==> src/rtl/seg_pkg.sv <==
`default_nettype none
// ============================================================================
//  Module   : seg_pkg
//  Purpose  : Shared constants and polarity helpers for the segment scan
//             multiplexer. A pattern bit is always 1 = lit internally; the
//             helpers apply the board polarity at the pins.
//  Contents : NUM_DIGITS, SEG_W, seg_pol(), an_pol(), seg_all_off(),
//             an_all_off()
//  Revision : 1.0 - initial release
// ============================================================================
package seg_pkg;

    localparam int NUM_DIGITS = 6;
    localparam int SEG_W      = 7;

    // Polarity mux for the segment bus: invert for common-anode boards.
    function automatic logic [SEG_W-1:0] seg_pol(input logic [SEG_W-1:0] pattern,
                                                 input logic              active_low);
        return active_low ? ~pattern : pattern;
    endfunction

    // Polarity mux for the digit enables.
    function automatic logic [NUM_DIGITS-1:0] an_pol(input logic [NUM_DIGITS-1:0] pattern,
                                                     input logic                  active_low);
        return active_low ? ~pattern : pattern;
    endfunction

    // Pin value with every segment dark.
    function automatic logic [SEG_W-1:0] seg_all_off(input logic active_low);
        return seg_pol('0, active_low);
    endfunction

    // Pin value with every digit disabled.
    function automatic logic [NUM_DIGITS-1:0] an_all_off(input logic active_low);
        return an_pol('0, active_low);
    endfunction

endpackage
`default_nettype wire

==> src/rtl/scan_tick_gen.sv <==
`default_nettype none
// ============================================================================
//  Module   : scan_tick_gen
//  Purpose  : Digit-slot prescaler. Counts 0..TICK_DIV-1 and wraps.
//  Ports    : clk, rst        - clock, synchronous active-high reset
//             slot_wrap (out) - high on the last cycle of every slot
//             in_gap    (out) - high during the first BLANK_CYC cycles of a slot
//  Revision : 1.0 - initial release
// ============================================================================
module scan_tick_gen #(
    parameter int TICK_DIV  = 50000,
    parameter int BLANK_CYC = 16
) (
    input  logic clk,
    input  logic rst,
    output logic slot_wrap,
    output logic in_gap
);

    localparam int               DIV_W      = (TICK_DIV > 1) ? $clog2(TICK_DIV) : 1;
    localparam logic [DIV_W-1:0] C_DIV_LAST = DIV_W'(TICK_DIV - 1);
    localparam logic [DIV_W-1:0] C_GAP_END  = DIV_W'(BLANK_CYC);

    logic [DIV_W-1:0] r_div;

    always_ff @(posedge clk) begin
        if (rst) begin
            r_div <= '0;
        end else if (r_div == C_DIV_LAST) begin
            r_div <= '0;
        end else begin
            r_div <= r_div + 1'b1;
        end
    end

    assign slot_wrap = (r_div == C_DIV_LAST);
    assign in_gap    = (r_div <  C_GAP_END);

endmodule
`default_nettype wire

==> src/rtl/seg_scan_mux.sv <==
`default_nettype none
// ============================================================================
//  Module   : seg_scan_mux
//  Purpose  : Time-multiplexes six 7-segment patterns onto one segment bus
//             with six digit enables. All digits are snapshotted together at
//             frame boundaries so a frame never mixes old and new data. Each
//             slot begins with a blanking gap to suppress ghosting.
//  Ports    : clk, rst          - clock, synchronous active-high reset
//             d1..d6      (in)  - digit 0..5 patterns, bit6..0 = g..a, 1 = lit
//             hold        (in)  - freeze the snapshot
//             blank       (in)  - force all digit enables off
//             seg         (out) - shared segment bus (board polarity)
//             an          (out) - digit enables, an[k] = digit k
//             frame_start (out) - one-cycle pulse marking a snapshot load
//  Revision : 1.0 - initial release
// ============================================================================
module seg_scan_mux
    import seg_pkg::*;
#(
    parameter int TICK_DIV   = 50000,
    parameter int BLANK_CYC  = 16,
    parameter bit ACTIVE_LOW = 1'b1
) (
    input  logic                  clk,
    input  logic                  rst,
    input  logic [SEG_W-1:0]      d1,
    input  logic [SEG_W-1:0]      d2,
    input  logic [SEG_W-1:0]      d3,
    input  logic [SEG_W-1:0]      d4,
    input  logic [SEG_W-1:0]      d5,
    input  logic [SEG_W-1:0]      d6,
    input  logic                  hold,
    input  logic                  blank,
    output logic [SEG_W-1:0]      seg,
    output logic [NUM_DIGITS-1:0] an,
    output logic                  frame_start
);

    localparam logic [SEG_W-1:0]      C_SEG_OFF  = seg_all_off(ACTIVE_LOW);
    localparam logic [NUM_DIGITS-1:0] C_AN_OFF   = an_all_off(ACTIVE_LOW);
    localparam logic [2:0]            C_IDX_LAST = 3'(NUM_DIGITS - 1);

    logic                  w_slot_wrap;
    logic                  w_in_gap;
    logic                  w_frame_end;
    logic                  w_load;
    logic [SEG_W-1:0]      w_cur;
    logic [NUM_DIGITS-1:0] w_onehot;

    logic [2:0]            r_idx;
    logic                  r_load_pending;
    logic [SEG_W-1:0]      r_snap [NUM_DIGITS];
    logic [SEG_W-1:0]      r_seg;
    logic [NUM_DIGITS-1:0] r_an;
    logic                  r_frame_start;

    scan_tick_gen #(
        .TICK_DIV  (TICK_DIV),
        .BLANK_CYC (BLANK_CYC)
    ) u_tick (
        .clk       (clk),
        .rst       (rst),
        .slot_wrap (w_slot_wrap),
        .in_gap    (w_in_gap)
    );

    // Digit index; the out-of-range values recover to digit 0.
    always_ff @(posedge clk) begin
        if (rst) begin
            r_idx <= '0;
        end else if (r_idx > C_IDX_LAST) begin
            r_idx <= '0;
        end else if (w_slot_wrap) begin
            r_idx <= (r_idx == C_IDX_LAST) ? 3'd0 : r_idx + 3'd1;
        end
    end

    // A frame boundary loads the snapshot unless held. The pending flag is set
    // only by reset so the first frame shows live data even if hold was up.
    assign w_frame_end = w_slot_wrap && (r_idx == C_IDX_LAST);
    assign w_load      = !hold && (w_frame_end || r_load_pending);

    always_ff @(posedge clk) begin
        if (rst) begin
            r_load_pending <= 1'b1;
            for (int k = 0; k < NUM_DIGITS; k++) begin
                r_snap[k] <= '0;
            end
        end else if (w_load) begin
            r_load_pending <= 1'b0;
            r_snap[0]      <= d1;
            r_snap[1]      <= d2;
            r_snap[2]      <= d3;
            r_snap[3]      <= d4;
            r_snap[4]      <= d5;
            r_snap[5]      <= d6;
        end
    end

    always_comb begin
        w_cur = '0;
        case (r_idx)
            3'd0:    w_cur = r_snap[0];
            3'd1:    w_cur = r_snap[1];
            3'd2:    w_cur = r_snap[2];
            3'd3:    w_cur = r_snap[3];
            3'd4:    w_cur = r_snap[4];
            3'd5:    w_cur = r_snap[5];
            default: w_cur = '0;
        endcase
    end

    // An illegal idx shifts the bit out, leaving every digit disabled.
    assign w_onehot = NUM_DIGITS'(1) << r_idx;

    // Output stage runs one cycle behind div/idx. The segment bus is not
    // blanked in the gap; the enables alone decide whether anything lights.
    always_ff @(posedge clk) begin
        if (rst) begin
            r_seg         <= C_SEG_OFF;
            r_an          <= C_AN_OFF;
            r_frame_start <= 1'b0;
        end else begin
            r_seg         <= seg_pol(w_cur, ACTIVE_LOW);
            r_an          <= (blank || w_in_gap) ? C_AN_OFF : an_pol(w_onehot, ACTIVE_LOW);
            r_frame_start <= w_load;
        end
    end

    assign seg         = r_seg;
    assign an          = r_an;
    assign frame_start = r_frame_start;

endmodule
`default_nettype wire

==> config.mk <==
export PLATFORM = sky130hd
export DESIGN_NAME = seg_scan_mux
export DESIGN_NICKNAME = d
export VERILOG_FILES = /design/src/rtl/seg_pkg.sv /design/src/rtl/scan_tick_gen.sv /design/src/rtl/seg_scan_mux.sv
export SDC_FILE = /design/constraint.sdc
export NUM_CORES = 1
export LEC_CHECK = 0
export CAP_MARGIN = 30
export CORE_MARGIN = 10
export CORE_UTILIZATION = 55
export CTS_CLUSTER_DIAMETER = 80
export CTS_CLUSTER_SIZE = 25
export DETAILED_ROUTE_END_ITERATION = 10
export PLACE_DENSITY_LB_ADDON = 0.12
export REMOVE_ABC_BUFFERS = 1
export SLEW_MARGIN = 10
export SYNTH_ARGS = -nofsm -noshare
export SYNTH_HDL_FRONTEND = slang
export SYNTH_SLANG_ARGS = --single-unit
==> constraint.sdc <==
create_clock -name clk -period 11.55 [get_ports clk]
set_input_delay 2.31 -clock clk [delete_from_list [all_inputs] [get_ports clk]]
set_output_delay 2.31 -clock clk [all_outputs]
set_load 0.05 [all_outputs]
**Yosys cells after proc, flatten, opt, wreduce, memory -nomap -nowiden**

Memories as Yosys holds them, arrays and structs flattened.
Index checks and enable logic that the tools add are counted.

- Bitwise operators: 8
- Magnitude comparators: 2
- Reductions and logical operators: 9
- Equal/unequal tests: 6
- Shift-type cells: 1
- Muxes and demuxes: 13
- Add/subtract/negate cells: 2

Operator list:

| operator | number |
|---|---|
| two-way mux 7 bit | 6 |
| one-hot mux 7 bit (6 select lines) | 1 |
| adder 16 x 1 -> 16 bit, second input constant | 1 |
| == test 16 bit, second input constant | 1 |
| less-than comparator 16 x 5 -> 1 bit, second input constant | 1 |
| NOT 7 bit | 1 |
| == test 3 x 2 -> 1 bit, second input constant | 2 |
| == test 3 bit, second input constant | 2 |
| NOT 6 bit | 1 |
| OR 1 bit | 6 |
| OR reduction 2 bit | 3 |
| left shift 1 x 3 -> 6 bit, first input constant | 1 |
| two-way mux 1 bit | 5 |
| adder 3 x 1 -> 3 bit, second input constant | 1 |
| == test 3 x 1 -> 1 bit, second input constant | 1 |
| > comparator 3 bit, second input constant | 1 |
| logical NOT 3 bit | 1 |
| two-way mux 3 bit | 1 |
| logical AND 1 bit | 2 |
| logical OR 1 bit | 2 |
| logical NOT 1 bit | 1 |

- Register bits: 34
- Output and inout bits: 14
- Memories: 1
- Word-level logic and storage cells: 48
- Input bits: 46
- RAM bits: 42

Memories:

| memory | words | bits a word | read ports | clocked after Yosys merged registers in | wr ports | line | RTL |
|---|---|---|---|---|---|---|---|
| r_snap | 6 | 7 | 6 | 0 | 6 | seg_scan_mux.sv:52 | `logic [SEG_W-1:0] r_snap [NUM_DIGITS];` |

**Logic depth before layout (Yosys ltp)**

Gate-level depths: netlist (run 1).

- Depth after elaboration: 8
- Gate-level depth with buffers: 8

**Cells and area by module**

Synthesis (run 1) repeated with hierarchy kept, for this count alone.

- Cells, all modules: 272
- Area total of the unflattened synthesis: 3,231.8 um2

By module, submodules not included:

| module | cells each | times used | area an instance (um2) |
|---|---|---|---|
| seg_scan_mux | 192 | 1 | 2,489.9 |
| scan_tick_gen | 80 | 1 | 742.0 |

**Least setup slack after synthesis (run 1)**

No wires, ideal clock.

- Kind: input-to-reg
- Start point: input hold
- End point: memory r_snap[0][0] (enable)
- Data required time: 11.100 ns
- Path slack: 6.801 ns
- Cell stages on the path: 1
- Buffers on the path: 0
- Setup time: 0.450 ns
- Arrival time: 4.298 ns
- Path through: o21bai_1

RTL lines:

| element | line | RTL |
|---|---|---|
| start, declared | seg_scan_mux.sv:32 | `input logic hold,` |
| end, declared | seg_scan_mux.sv:52 |  |

**Final worst setup path (run 1)**

- Start point: register r_seg[3], in the netlist seg[3]
- End point: output seg[3]

RTL lines:

| element | line | RTL |
|---|---|---|
| start, declared | seg_scan_mux.sv:53 | `logic [SEG_W-1:0] r_seg;` |
| start signal, assigned | seg_scan_mux.sv:124 | `r_seg <= seg_pol(w_cur, ACTIVE_LOW);` |
| end, declared | seg_scan_mux.sv:34 | `output logic [SEG_W-1:0] seg,` |

No word-level cell between the ends.

==> insert_results.sql, run 1 <==
INSERT INTO impl_metrics (metric_group, metric, value, unit) VALUES
('outcome', 'status', 'complete, no violations', ''),
('floorplanning', 'die_y', '95.7', 'µm'),
('setup_path', 'crit_path_start_kind', 'flip-flop', ''),
('timing', 'hold_viol', '0', ''),
('pwr', 'power_per_unit_of_standard_cell_area', '132', 'nW/µm²'),
('placement', 'port_buffers', '59', ''),
('clock_tree', 'cts.reportedPaths.clkPinSlew', '0.07', 'ns'),
('setup_path', 'critPathBufInv', '1', ''),
('drt', 'dr.pass1.iters', '4', ''),
('yosys', 'post_synth_instance_area', '3150', 'µm²'),
('yosys', 'yosysWarningCount', '0', ''),
('timing', 'worst_clock_skew', '0.00781', 'ns'),
('cells_and_area', 'nNetsFinal', '378', ''),
('global_routing', 'global_route.usage.total', '15.1', '%'),
('floorplanning', 'core_area', '5540', 'µm²'),
('drt', 'drt_wl_total', '6730', 'µm'),
('drt', 'routed-via-count', '2278', ''),
('pwr', 'power.static_leakage', '1.54', 'nW'),
('cells_and_area', 'final_design_area_no_fill', '3990', 'µm²'),
('timing', 'maxSlewViolCount', '0', ''),
('floorplanning', 'fp-row-count', '27', ''),
('pwr', 'total_power', '0.527', 'mW'),
('floorplanning', 'die_ar', '9160', 'µm²'),
('placement', 'globalplace.congestion', '0.773', ''),
('placement', 'hpwl_reported_at_the_end_of_detailed_placement', '4680', 'µm'),
('timing', 'layout_min_cycle_time', '3.78', 'ns'),
('timing', 'final-setup-viol-count', '0', ''),
('setup_path', 'cp_cell_sequence', 'clkdlybuf4s50_1', ''),
('global_routing', 'grt_max_degree', '43', ''),
('setup_path', 'worstSetupEndpointType', 'output pin', ''),
('clock_tree', 'htree_num_levels', '3', ''),
('global_routing', 'first_pass_grt_wire_length', '10800', 'µm'),
('cells_and_area', 'drive_gt1_share', '7.46', '%'),
('yosys', 'postSynth.topFlopCell', 'edfxtp_1', ''),
('global_routing', 'vias_in_the_first_global_route', '2311', ''),
('yosys', 'netlist_instances', '273', ''),
('setup_path', 'critical_path.max_stage_delay', '0.80', 'ns'),
('clock_tree', 'cts_tree', 'done', ''),
('setup_path', 'timing.critical_path.max_delay_family', 'buffers and inverters', ''),
('yosys', 'flip_flop_and_latch_count_after_synthesis', '76', ''),
('min_path', 'worst_hold_path_type', 'reg -> reg', ''),
('clock_tree', 'clock_tree.buffer_depth', '2', ''),
('timing', 'max_slew.worst_pin.slew', '0.839', 'ns'),
('drt', 'drt-wirelength-per-cell', '16.5', 'µm'),
('clock_tree', 'post_cts_buffers', '0', ''),
('cells_and_area', 'fill_cells', '441', ''),
('setup_path', 'path_max_fanout', '1', ''),
('pwr', 'peakVddDrop', '0.105', 'mV'),
('setup_path', 'required', '9.24', 'ns'),
('placement', 'placed_area', '3820', 'µm²'),
('drt', 'detail_route.vias_per_cell', '5.60', ''),
('timing', 'layout_worst_path_cycle_share', '32.7', '%'),
('clock_tree', 'cts.repair.resized', '0', ''),
('timing', 'final.setup.tns', '0', 'ns'),
('clock_tree', 'worstSkewPairLatency', '0.34', 'ns'),
('cells_and_area', 'layout.cells.most_common_list', 'clkdlybuf4s50_1 (59), and3_1 (42), edfxtp_1 (42), dfxtp_1 (34), nor2_1 (21)', ''),
('global_routing', 'antenna_violations_before_repair', '0', ''),
('floorplanning', 'die_w', '95.7', 'µm'),
('yosys', 'postSynthAreaPerCell', '11.6', 'µm²'),
('global_routing', 'grt_remaining_overflow', '0', ''),
('clock_tree', 'cts-root-buf', 'clkbuf_8', ''),
('drt', 'drt-initial-drc-count', '134', ''),
('floorplanning', 'initial_core_util', '56.9', '%'),
('clock_tree', 'ctsHoldBuffers', '0', ''),
('setup_path', 'setup.worst_path.class', 'reg -> out', ''),
('floorplanning', 'io_pins', '60', ''),
('clock_tree', 'numCtsBuffers', '9', ''),
('drt', 'drcViolationCount', '0', ''),
('timing', 'achievable-frequency', '0.265', 'GHz'),
('yosys', 'synth_enable_flop_cells', '42', ''),
('yosys', 'synth-async-reset-ratio', '0', '%'),
('timing', 'grt_setup_unrepaired', 'no', ''),
('yosys', 'sequential_fraction_of_the_synthesis_area', '61.6', '%'),
('drt', 'ant_nets', '0', ''),
('cells_and_area', 'layout_commonest_cell', 'clkdlybuf4s50_1', ''),
('clock_tree', 'clock_sink_count', '76', ''),
('cells_and_area', 'antennaDiodeCount', '0', ''),
('setup_path', 'crit_slowest_cell', 'clkdlybuf4s50_1', ''),
('cells_and_area', 'layout-area-overhead-vs-synth', '26.5', '%'),
('timing', 'timing.max_slew.rel_slack', '44.0', '%'),
('setup_path', 'crit_arrival', '1.47', 'ns'),
('run', 'drv_cap', '0', ''),
('yosys', 'yosys.cell_types.count', '37', '');
-- path summary, 6_finish.rpt --
path,startpoint,to,slack (ns),cells after the start
max,seg[3],seg[3],7.77,1
min,u_tick.r_div[0],u_tick.r_div[0],0.47,1
max reg2reg,r_idx[2],r_snap[2][2],8.94,4
min reg2reg,u_tick.r_div[0],u_tick.r_div[0],0.47,1
-- final cells by class --
cell class                      instances  area [µm²]  share of cell area (%)
Tap cell                               72        90.1                    2.26
Multi-Input combinational cell        175        1140                    28.5
Clock inverter                          3        12.5                   0.313
Inverter                                7        26.3                   0.658
Sequential cell                        76        1940                    48.7
Timing Repair Buffer                   61         626                    15.7
Clock buffer                           13         159                    3.98
-- cell usage after synthesis, types with 2 or more instances --
cell | n | area share (%)
dfxtp_1 | 34 | 22
nand2_1 | 17 | 2.0
nor2b_1 | 2 | 0.40
a21oi_1 | 6 | 0.95
nand4_1 | 5 | 0.99
a222oi_1 | 3 | 0.95
or4_1 | 2 | 0.48
nand3_1 | 10 | 1.6
inv_1 | 6 | 0.71
nor4_1 | 5 | 0.99
and3_1 | 42 | 8.3
a22oi_1 | 4 | 0.95
mux4_2 | 3 | 2.1
a211oi_1 | 2 | 0.48
mux2_2 | 2 | 0.71
or3_1 | 3 | 0.60
nor2_1 | 22 | 2.6
nand2b_1 | 4 | 0.79
xnor2_1 | 13 | 3.6
clkbuf_2 | 3 | 0.48
or4_4 | 2 | 0.71
clkbuf_1 | 11 | 1.3
a32oi_1 | 2 | 0.56
o21ai_0 | 8 | 1.3
nor3_1 | 8 | 1.3
ha_1 | 2 | 0.79
edfxtp_1 | 42 | 40
-- state kept, by name, indices dropped and copies added, names as in the netlist --
register,flops
an,6
frame_start,1
r_idx,3
r_load_pending,1
r_snap,42
seg,7
u_tick.r_div,16
-- report_power, final --
group | switching, mW | leakage [nW] | internal (mW) | total [mW]
combinational | 0.0211 | 0.719 | 0.0240 | 0.0451
sequential | 0.00437 | 0.729 | 0.300 | 0.304
clock | 0.0893 | 0.0885 | 0.0882 | 0.178
-- kinds of logic after synthesis --
group,Yosys count,share of synthesized area [%]
DFF,76,61.6
xor gates and xnor gates,14,3.89
AOI/OAI and AO/OA,30,6.35
and+or+nand+nor,124,21.7
adders and majority gates,2,0.793
muxes,5,2.86
buffers and inverters,22,2.86
-- per-layer routing --
layer / wire length (µm) / part of all wire, % / vias to the layer above / GRT usage (%)
met4: 62 / 0.92 / 0 / 5.90
met2: 3250 / 48 / 76 / 24.7
met1: 2900 / 43 / 1078 / 18.0
met5: 0 / 0 / - / 0
li1: - / - / 1117 / -
met3: 518 / 7.7 / 7 / 5.21
-- stage by stage --
stage / worst slack [ns] / util [%] / instances / hold WS [ns]
6_report: 7.77 / 72.0 / 407 / 0.465
2_1_floorplan: 6.80 / - / 258 / 0.430
5_1_grt: 7.64 / 72.0 / 407 / 0.507
4_1_cts: 7.75 / 72.0 / 407 / 0.468
3_5_place_dp: 7.44 / 68.9 / 391 / 0.450
3_3_place_gp: 7.28 / 68.3 / 389 / 0.442
Power figures use the tool's default switching activity.
==> inputs of run 2 (changes only) <==
--- a/config.mk
+++ b/config.mk
@@ -7,7 +7,7 @@
 export LEC_CHECK = 0
 export CAP_MARGIN = 30
 export CORE_MARGIN = 10
-export CORE_UTILIZATION = 55
+export CORE_UTILIZATION = 46
 export CTS_CLUSTER_DIAMETER = 80
 export CTS_CLUSTER_SIZE = 25
 export DETAILED_ROUTE_END_ITERATION = 10
==> constraint.sdc (replaced) <==
create_clock -name clk -period 3.4 [get_ports clk]
set_input_delay 0.68 -clock clk [delete_from_list [all_inputs] [get_ports clk]]
set_output_delay 0.68 -clock clk [all_outputs]
set_load 0.05 [all_outputs]
==> insert_results.sql, run 2 (synthesized netlist as in run 1, its figures left out) <==
INSERT INTO impl_metrics (metric_group, metric, value, unit) VALUES
('setup_path', 'rrSetupSlack', '0.84', 'ns'),
('setup_path', 'crit_path_start_kind', 'flip-flop', ''),
('clock_tree', 'clock_tree.buffer_depth', '2', ''),
('timing', 'layout_worst_path_cycle_share', '75.2', '%'),
('placement', 'port_buffers', '59', ''),
('drt', 'drcViolationCount', '0', ''),
('setup_path', 'timing.critical_path.max_delay_family', 'simple AND/OR/NAND/NOR gates', ''),
('run', 'drv_cap', '0', ''),
('drt', 'ant_nets', '0', ''),
('floorplanning', 'io_pins', '60', ''),
('min_path', 'hold-path-cell-count', '1', ''),
('pwr', 'power_frac_comb', '7.4', '%'),
('cells_and_area', 'layout-area-overhead-vs-synth', '30.5', '%'),
('timing', 'final-setup-viol-count', '0', ''),
('drt', 'drt-wirelength-per-cell', '16.6', 'µm'),
('pwr', 'internal_power', '1.66', 'mW'),
('clock_tree', 'ctsHoldBuffers', '0', ''),
('global_routing', 'vias_in_the_first_global_route', '2318', ''),
('setup_path', 'setup.worst_path.class', 'reg -> reg', ''),
('global_routing', 'antenna_violations_before_repair', '0', ''),
('timing', 'worst_clock_skew', '0.00755', 'ns'),
('pwr', 'netSwitchingPower', '0.409', 'mW'),
('floorplanning', 'die_ar', '10600', 'µm²'),
('timing', 'timing.max_slew.rel_slack', '48.9', '%'),
('drt', 'routed-via-count', '2290', ''),
('placement', 'globalplace.congestion', '0.773', ''),
('global_routing', 'grt_max_degree', '43', ''),
('floorplanning', 'die_y', '103', 'µm'),
('pwr', 'swShare', '19.7', '%'),
('placement', 'placed_area', '3850', 'µm²'),
('timing', 'grt_setup_unrepaired', 'no', ''),
('timing', 'maxSlewViolCount', '0', ''),
('cells_and_area', 'utilization', '61.3', '%'),
('cells_and_area', 'final_design_area_no_fill', '4120', 'µm²'),
('setup_path', 'timing.reg2reg.worst_path_depth', '5', ''),
('setup_path', 'worstReg2RegEnd', 'r_snap[3][2]', ''),
('floorplanning', 'core_area', '6720', 'µm²'),
('cells_and_area', 'layout_commonest_cell', 'clkdlybuf4s50_1', ''),
('setup_path', 'cp_cell_sequence', 'or4_4 > nor4_4 > a31oi_1 > o21bai_4 > buf_12', ''),
('setup_path', 'crit_slowest_cell', 'or4_4', ''),
('timing', 'final.hold.worst_slack', '0.474', 'ns'),
('setup_path', 'reg2reg_from', 'u_tick.r_div[12]', ''),
('setup_path', 'crit_cells', '5', ''),
('setup_path', 'required', '3.45', 'ns'),
('pwr', 'peakVddDrop', '0.267', 'mV'),
('pwr', 'power.static_leakage', '1.59', 'nW'),
('clock_tree', 'post_cts_buffers', '0', ''),
('drt', 'dr.pass1.iters', '4', ''),
('setup_path', 'critPathBufInv', '1', ''),
('min_path', 'worst_hold_path_type', 'reg -> reg', ''),
('setup_path', 'worstSetupEndpointType', 'flip-flop', ''),
('cells_and_area', 'layout.cells.most_common_list', 'clkdlybuf4s50_1 (59), and3_1 (42), edfxtp_1 (42), dfxtp_1 (34), nor2_1 (21)', ''),
('setup_path', 'crit_arrival', '2.60', 'ns'),
('floorplanning', 'fp-row-count', '30', ''),
('setup_path', 'critical_path.max_stage_delay', '0.58', 'ns'),
('pwr', 'p_clk_share', '42.7', '%'),
('timing', 'final.setup.tns', '0', 'ns'),
('drt', 'detail_route.vias_per_cell', '5.48', ''),
('drt', 'drt-initial-drc-count', '142', ''),
('clock_tree', 'cts_tree', 'done', ''),
('global_routing', 'first_pass_grt_wire_length', '11300', 'µm'),
('global_routing', 'grt_remaining_overflow', '0', ''),
('floorplanning', 'die_w', '103', 'µm'),
('timing', 'max_slew.worst_pin.slew', '0.765', 'ns'),
('clock_tree', 'cts.repair.resized', '0', ''),
('clock_tree', 'htree_num_levels', '3', ''),
('clock_tree', 'numCtsBuffers', '9', ''),
('clock_tree', 'cts.reportedPaths.clkPinSlew', '0.08', 'ns'),
('cells_and_area', 'largest_register', 'r_snap', ''),
('timing', 'layout_min_cycle_time', '2.56', 'ns'),
('cells_and_area', 'largest_register_ffs', '42', ''),
('global_routing', 'global_route.usage.total', '13.8', '%'),
('placement', 'hpwl_reported_at_the_end_of_detailed_placement', '4810', 'µm'),
('setup_path', 'path_max_fanout', '28', ''),
('timing', 'achievable-frequency', '0.391', 'GHz'),
('placement', 'numPlacedInstances', '402', ''),
('setup_path', 'startpoint', 'u_tick.r_div[12]', ''),
('cells_and_area', 'drive_gt1_share', '9.17', '%'),
('clock_tree', 'clock_sink_count', '76', ''),
('outcome', 'status', 'complete, no violations', ''),
('cells_and_area', 'nNetsFinal', '381', ''),
('cells_and_area', 'fill_cells', '545', ''),
('pwr', 'power_per_unit_of_standard_cell_area', '503', 'nW/µm²'),
('timing', 'hold_viol', '0', ''),
('setup_path', 'critPathCapture', 'r_snap[3][2]', ''),
('cells_and_area', 'layoutNonFillerInstCount', '418', ''),
('clock_tree', 'cts-root-buf', 'clkbuf_8', ''),
('pwr', 'share_seq_of_total_power', '49.9', '%'),
('clock_tree', 'worstSkewPairLatency', '0.34', 'ns'),
('floorplanning', 'initial_core_util', '46.9', '%'),
('cells_and_area', 'antennaDiodeCount', '0', ''),
('drt', 'drt_wl_total', '6920', 'µm');
-- run 2: worst min-delay path by stage --
stage / from / end / slack, ns
2_1_floorplan: u_tick.r_div[0] / u_tick.r_div[0] / 0.43
3_3_place_gp: u_tick.r_div[0] / u_tick.r_div[0] / 0.44
3_5_place_dp: u_tick.r_div[0] / u_tick.r_div[0] / 0.45
4_1_cts: u_tick.r_div[0] / u_tick.r_div[0] / 0.47
5_1_grt: u_tick.r_div[0] / u_tick.r_div[0] / 0.52
6_report: u_tick.r_div[0] / u_tick.r_div[0] / 0.47
-- run 2: metrics by stage --
stage / setup slack [ns] / power, mW
after floorplan: -0.454 / 1.12
after global placement: 0.689 / 1.20
after detailed placement: 0.863 / 1.21
after CTS: 0.833 / 2.09
after global routing: 0.720 / 2.14
final: 0.842 / 2.07
-- run 2: power groups by stage --
stage	logic, mW	registers, mW	clock network (mW)
floorplan	0.0498	1.07	0
global placement	0.151	1.05	0
detailed placement	0.155	1.05	0
CTS	0.156	1.03	0.901
global route	0.167	1.04	0.937
finish	0.154	1.03	0.884
-- run 2: worst reg2reg max path: cells and delay by family, from the launching register on --
family | cells | cell delay (ns)
AOI/OAI and AO/OA | 2 | 0.68
DFF | 1 | 0.34
buffers and inverters | 1 | 0.27
and+or+nand+nor | 2 | 0.96
-- run 2: layout make-up --
type                            instances  area, µm²  share of cell area, %
Timing Repair Buffer                   64        648                   15.7
Clock inverter                          6        136                   3.31
Tap cell                               80        100                   2.43
Multi-Input combinational cell        175       1140                   27.6
Clock buffer                           10        128                   3.10
Inverter                                7       26.3                  0.638
Sequential cell                        76       1940                   47.2
-- run 2: per-layer routing --
metal	global-route usage (%)	up-vias	share of wire [%]
li1	-	1129	-
met1	18.2	1086	47
met2	20.5	66	46
met3	3.82	9	5.9
met4	6.63	0	1.5
met5	0	-	0
==> inputs of run 3 (changes only) <==
==> constraint.sdc (replaced) <==
create_clock -name clk -period 2.3 [get_ports clk]
set_input_delay 0.46 -clock clk [delete_from_list [all_inputs] [get_ports clk]]
set_output_delay 0.46 -clock clk [all_outputs]
set_load 0.05 [all_outputs]
==> insert_results.sql, run 3 (synthesized netlist as in run 1, its figures left out) <==
INSERT INTO impl_metrics (metric_group, metric, value, unit) VALUES
('outcome', 'status', 'complete, no violations', ''),
('cells_and_area', 'layout-area-overhead-vs-synth', '32.8', '%'),
('cells_and_area', 'largest_register_ffs', '42', ''),
('setup_path', 'critical_path.max_stage_delay', '0.57', 'ns'),
('setup_path', 'crit_slowest_cell', 'or4_4', ''),
('timing', 'maxSlewViolCount', '0', ''),
('drt', 'ant_nets', '0', ''),
('floorplanning', 'core_area', '6720', 'µm²'),
('floorplanning', 'die_ar', '10600', 'µm²'),
('cells_and_area', 'layoutNonFillerInstCount', '429', ''),
('timing', 'hold_viol', '0', ''),
('pwr', 'power_per_unit_of_standard_cell_area', '709', 'nW/µm²'),
('clock_tree', 'numCtsBuffers', '9', ''),
('cells_and_area', 'layout.area.seq', '1940', 'µm²'),
('setup_path', 'cp_cell_sequence', 'or4_4 > nor4_4 > a31oi_1 > o21bai_4 > buf_12', ''),
('clock_tree', 'cts_tree', 'done', ''),
('global_routing', 'vias_in_the_first_global_route', '2327', ''),
('timing', 'max_slew.worst_pin.slew', '0.630', 'ns'),
('setup_path', 'crit_path_start_kind', 'flip-flop', ''),
('clock_tree', 'ctsHoldBuffers', '0', ''),
('placement', 'placed_area', '3950', 'µm²'),
('floorplanning', 'io_pins', '60', ''),
('min_path', 'worst_hold_path_type', 'reg -> reg', ''),
('drt', 'drcViolationCount', '0', ''),
('timing', 'grt_setup_unrepaired', 'no', ''),
('clock_tree', 'cts.repair.resized', '0', ''),
('timing', 'layout_min_cycle_time', '2.19', 'ns'),
('global_routing', 'global_route.usage.total', '13.5', '%'),
('run', 'drv_cap', '0', ''),
('pwr', 'power.static_leakage', '1.63', 'nW'),
('placement', 'port_buffers', '59', ''),
('placement', 'hpwl_reported_at_the_end_of_detailed_placement', '4810', 'µm'),
('cells_and_area', 'largest_register', 'r_snap', ''),
('cells_and_area', 'drive_gt1_share', '12.0', '%'),
('clock_tree', 'cts-root-buf', 'clkbuf_8', ''),
('cells_and_area', 'nNetsFinal', '392', ''),
('cells_and_area', 'antennaDiodeCount', '0', ''),
('floorplanning', 'fp-row-count', '30', ''),
('drt', 'drt-initial-drc-count', '128', ''),
('drt', 'dr.pass1.iters', '5', ''),
('global_routing', 'grt_remaining_overflow', '0', ''),
('cells_and_area', 'area_taken_by_multi_input_logic_gates', '1140', 'µm²'),
('timing', 'achievable-frequency', '0.457', 'GHz'),
('cells_and_area', 'fill_cells', '538', ''),
('global_routing', 'first_pass_grt_wire_length', '11100', 'µm'),
('cells_and_area', 'layout_commonest_cell', 'clkdlybuf4s50_1', ''),
('pwr', 'peakVddDrop', '0.340', 'mV'),
('floorplanning', 'die_w', '103', 'µm'),
('timing', 'layout_worst_path_cycle_share', '95.2', '%'),
('setup_path', 'worstSetupEndpointType', 'flip-flop', ''),
('drt', 'drt-wirelength-per-cell', '16.0', 'µm'),
('cells_and_area', 'layout.cells.most_common_list', 'clkdlybuf4s50_1 (59), and3_1 (42), edfxtp_1 (42), dfxtp_1 (34), nor2_1 (21)', ''),
('setup_path', 'setup.worst_path.class', 'reg -> reg', ''),
('clock_tree', 'worstSkewPairLatency', '0.34', 'ns'),
('global_routing', 'grt_max_degree', '43', ''),
('timing', 'final-setup-viol-count', '0', ''),
('cells_and_area', 'final_design_area_no_fill', '4190', 'µm²'),
('floorplanning', 'initial_core_util', '46.9', '%'),
('pwr', 'total_power', '2.97', 'mW'),
('setup_path', 'path_max_fanout', '42', ''),
('setup_path', 'crit_arrival', '2.22', 'ns'),
('floorplanning', 'die_y', '103', 'µm'),
('timing', 'timing.max_slew.rel_slack', '58.0', '%'),
('timing', 'final.hold.worst_slack', '0.471', 'ns'),
('placement', 'numPlacedInstances', '413', ''),
('clock_tree', 'clock_sink_count', '76', ''),
('cells_and_area', 'utilization', '62.3', '%'),
('clock_tree', 'cts.reportedPaths.clkPinSlew', '0.08', 'ns'),
('placement', 'globalplace.congestion', '0.774', ''),
('clock_tree', 'clock_tree.buffer_depth', '2', ''),
('drt', 'drt_wl_total', '6870', 'µm'),
('timing', 'worst_clock_skew', '0.00664', 'ns'),
('global_routing', 'antenna_violations_before_repair', '0', ''),
('clock_tree', 'htree_num_levels', '3', ''),
('setup_path', 'required', '2.33', 'ns'),
('drt', 'routed-via-count', '2279', ''),
('drt', 'detail_route.vias_per_cell', '5.31', ''),
('clock_tree', 'post_cts_buffers', '0', '');
## run 3: area by class of cell
type | instances | share of cell area (%)
clock buffer | 10 | 3.05
clock inverter | 6 | 2.69
inverter | 7 | 0.627
multi-input combinational | 175 | 27.1
sequential | 76 | 46.4
tap | 80 | 2.39
timing repair buffer | 75 | 17.7
## run 3: power by group
group | internal, mW | switching [mW] | leakage (nW)
registers | 1.50 | 0.0215 | 0.729
logic | 0.129 | 0.109 | 0.796
clock network | 0.721 | 0.484 | 0.109
## run 3: worst max-delay path, delay by kind of cell, from the launching register on
family / cells / cell delay [ns]
AND/OR/NAND/NOR: 2 / 0.89
buffers and inverters: 1 / 0.23
flip-flops: 1 / 0.35
AO/OA/AOI/OAI: 2 / 0.36
## run 3: final timing paths
check	end	startpoint	cells past startpoint	slack, ns
hold reg to reg	u_tick.r_div[0]	u_tick.r_div[0]	1	0.47
setup / recovery	r_snap[5][1]	u_tick.r_div[12]	5	0.11
hold / removal	u_tick.r_div[0]	u_tick.r_div[0]	1	0.47
setup reg to reg	r_snap[5][1]	u_tick.r_div[12]	5	0.11
## run 3: layer usage
metal | up-vias | global-route usage, % | part of all wire, %
li1 | 1151 | - | -
met1 | 1055 | 16.8 | 48
met2 | 63 | 21.0 | 44
met3 | 10 | 4.16 | 6.4
met4 | 0 | 6.52 | 1.4
met5 | - | 0 | 0
## run 3: stage by stage
| stage | setup TNS [ns] | worst slack [ns] |
|---|---|---|
| floorplan | -65.25 | -1.55 |
| global placement | -0.934 | -0.0315 |
| detailed placement | 0 | 0.111 |
| CTS | 0 | 0.0947 |
| global route | 0 | 0.0253 |
| finish | 0 | 0.111 |
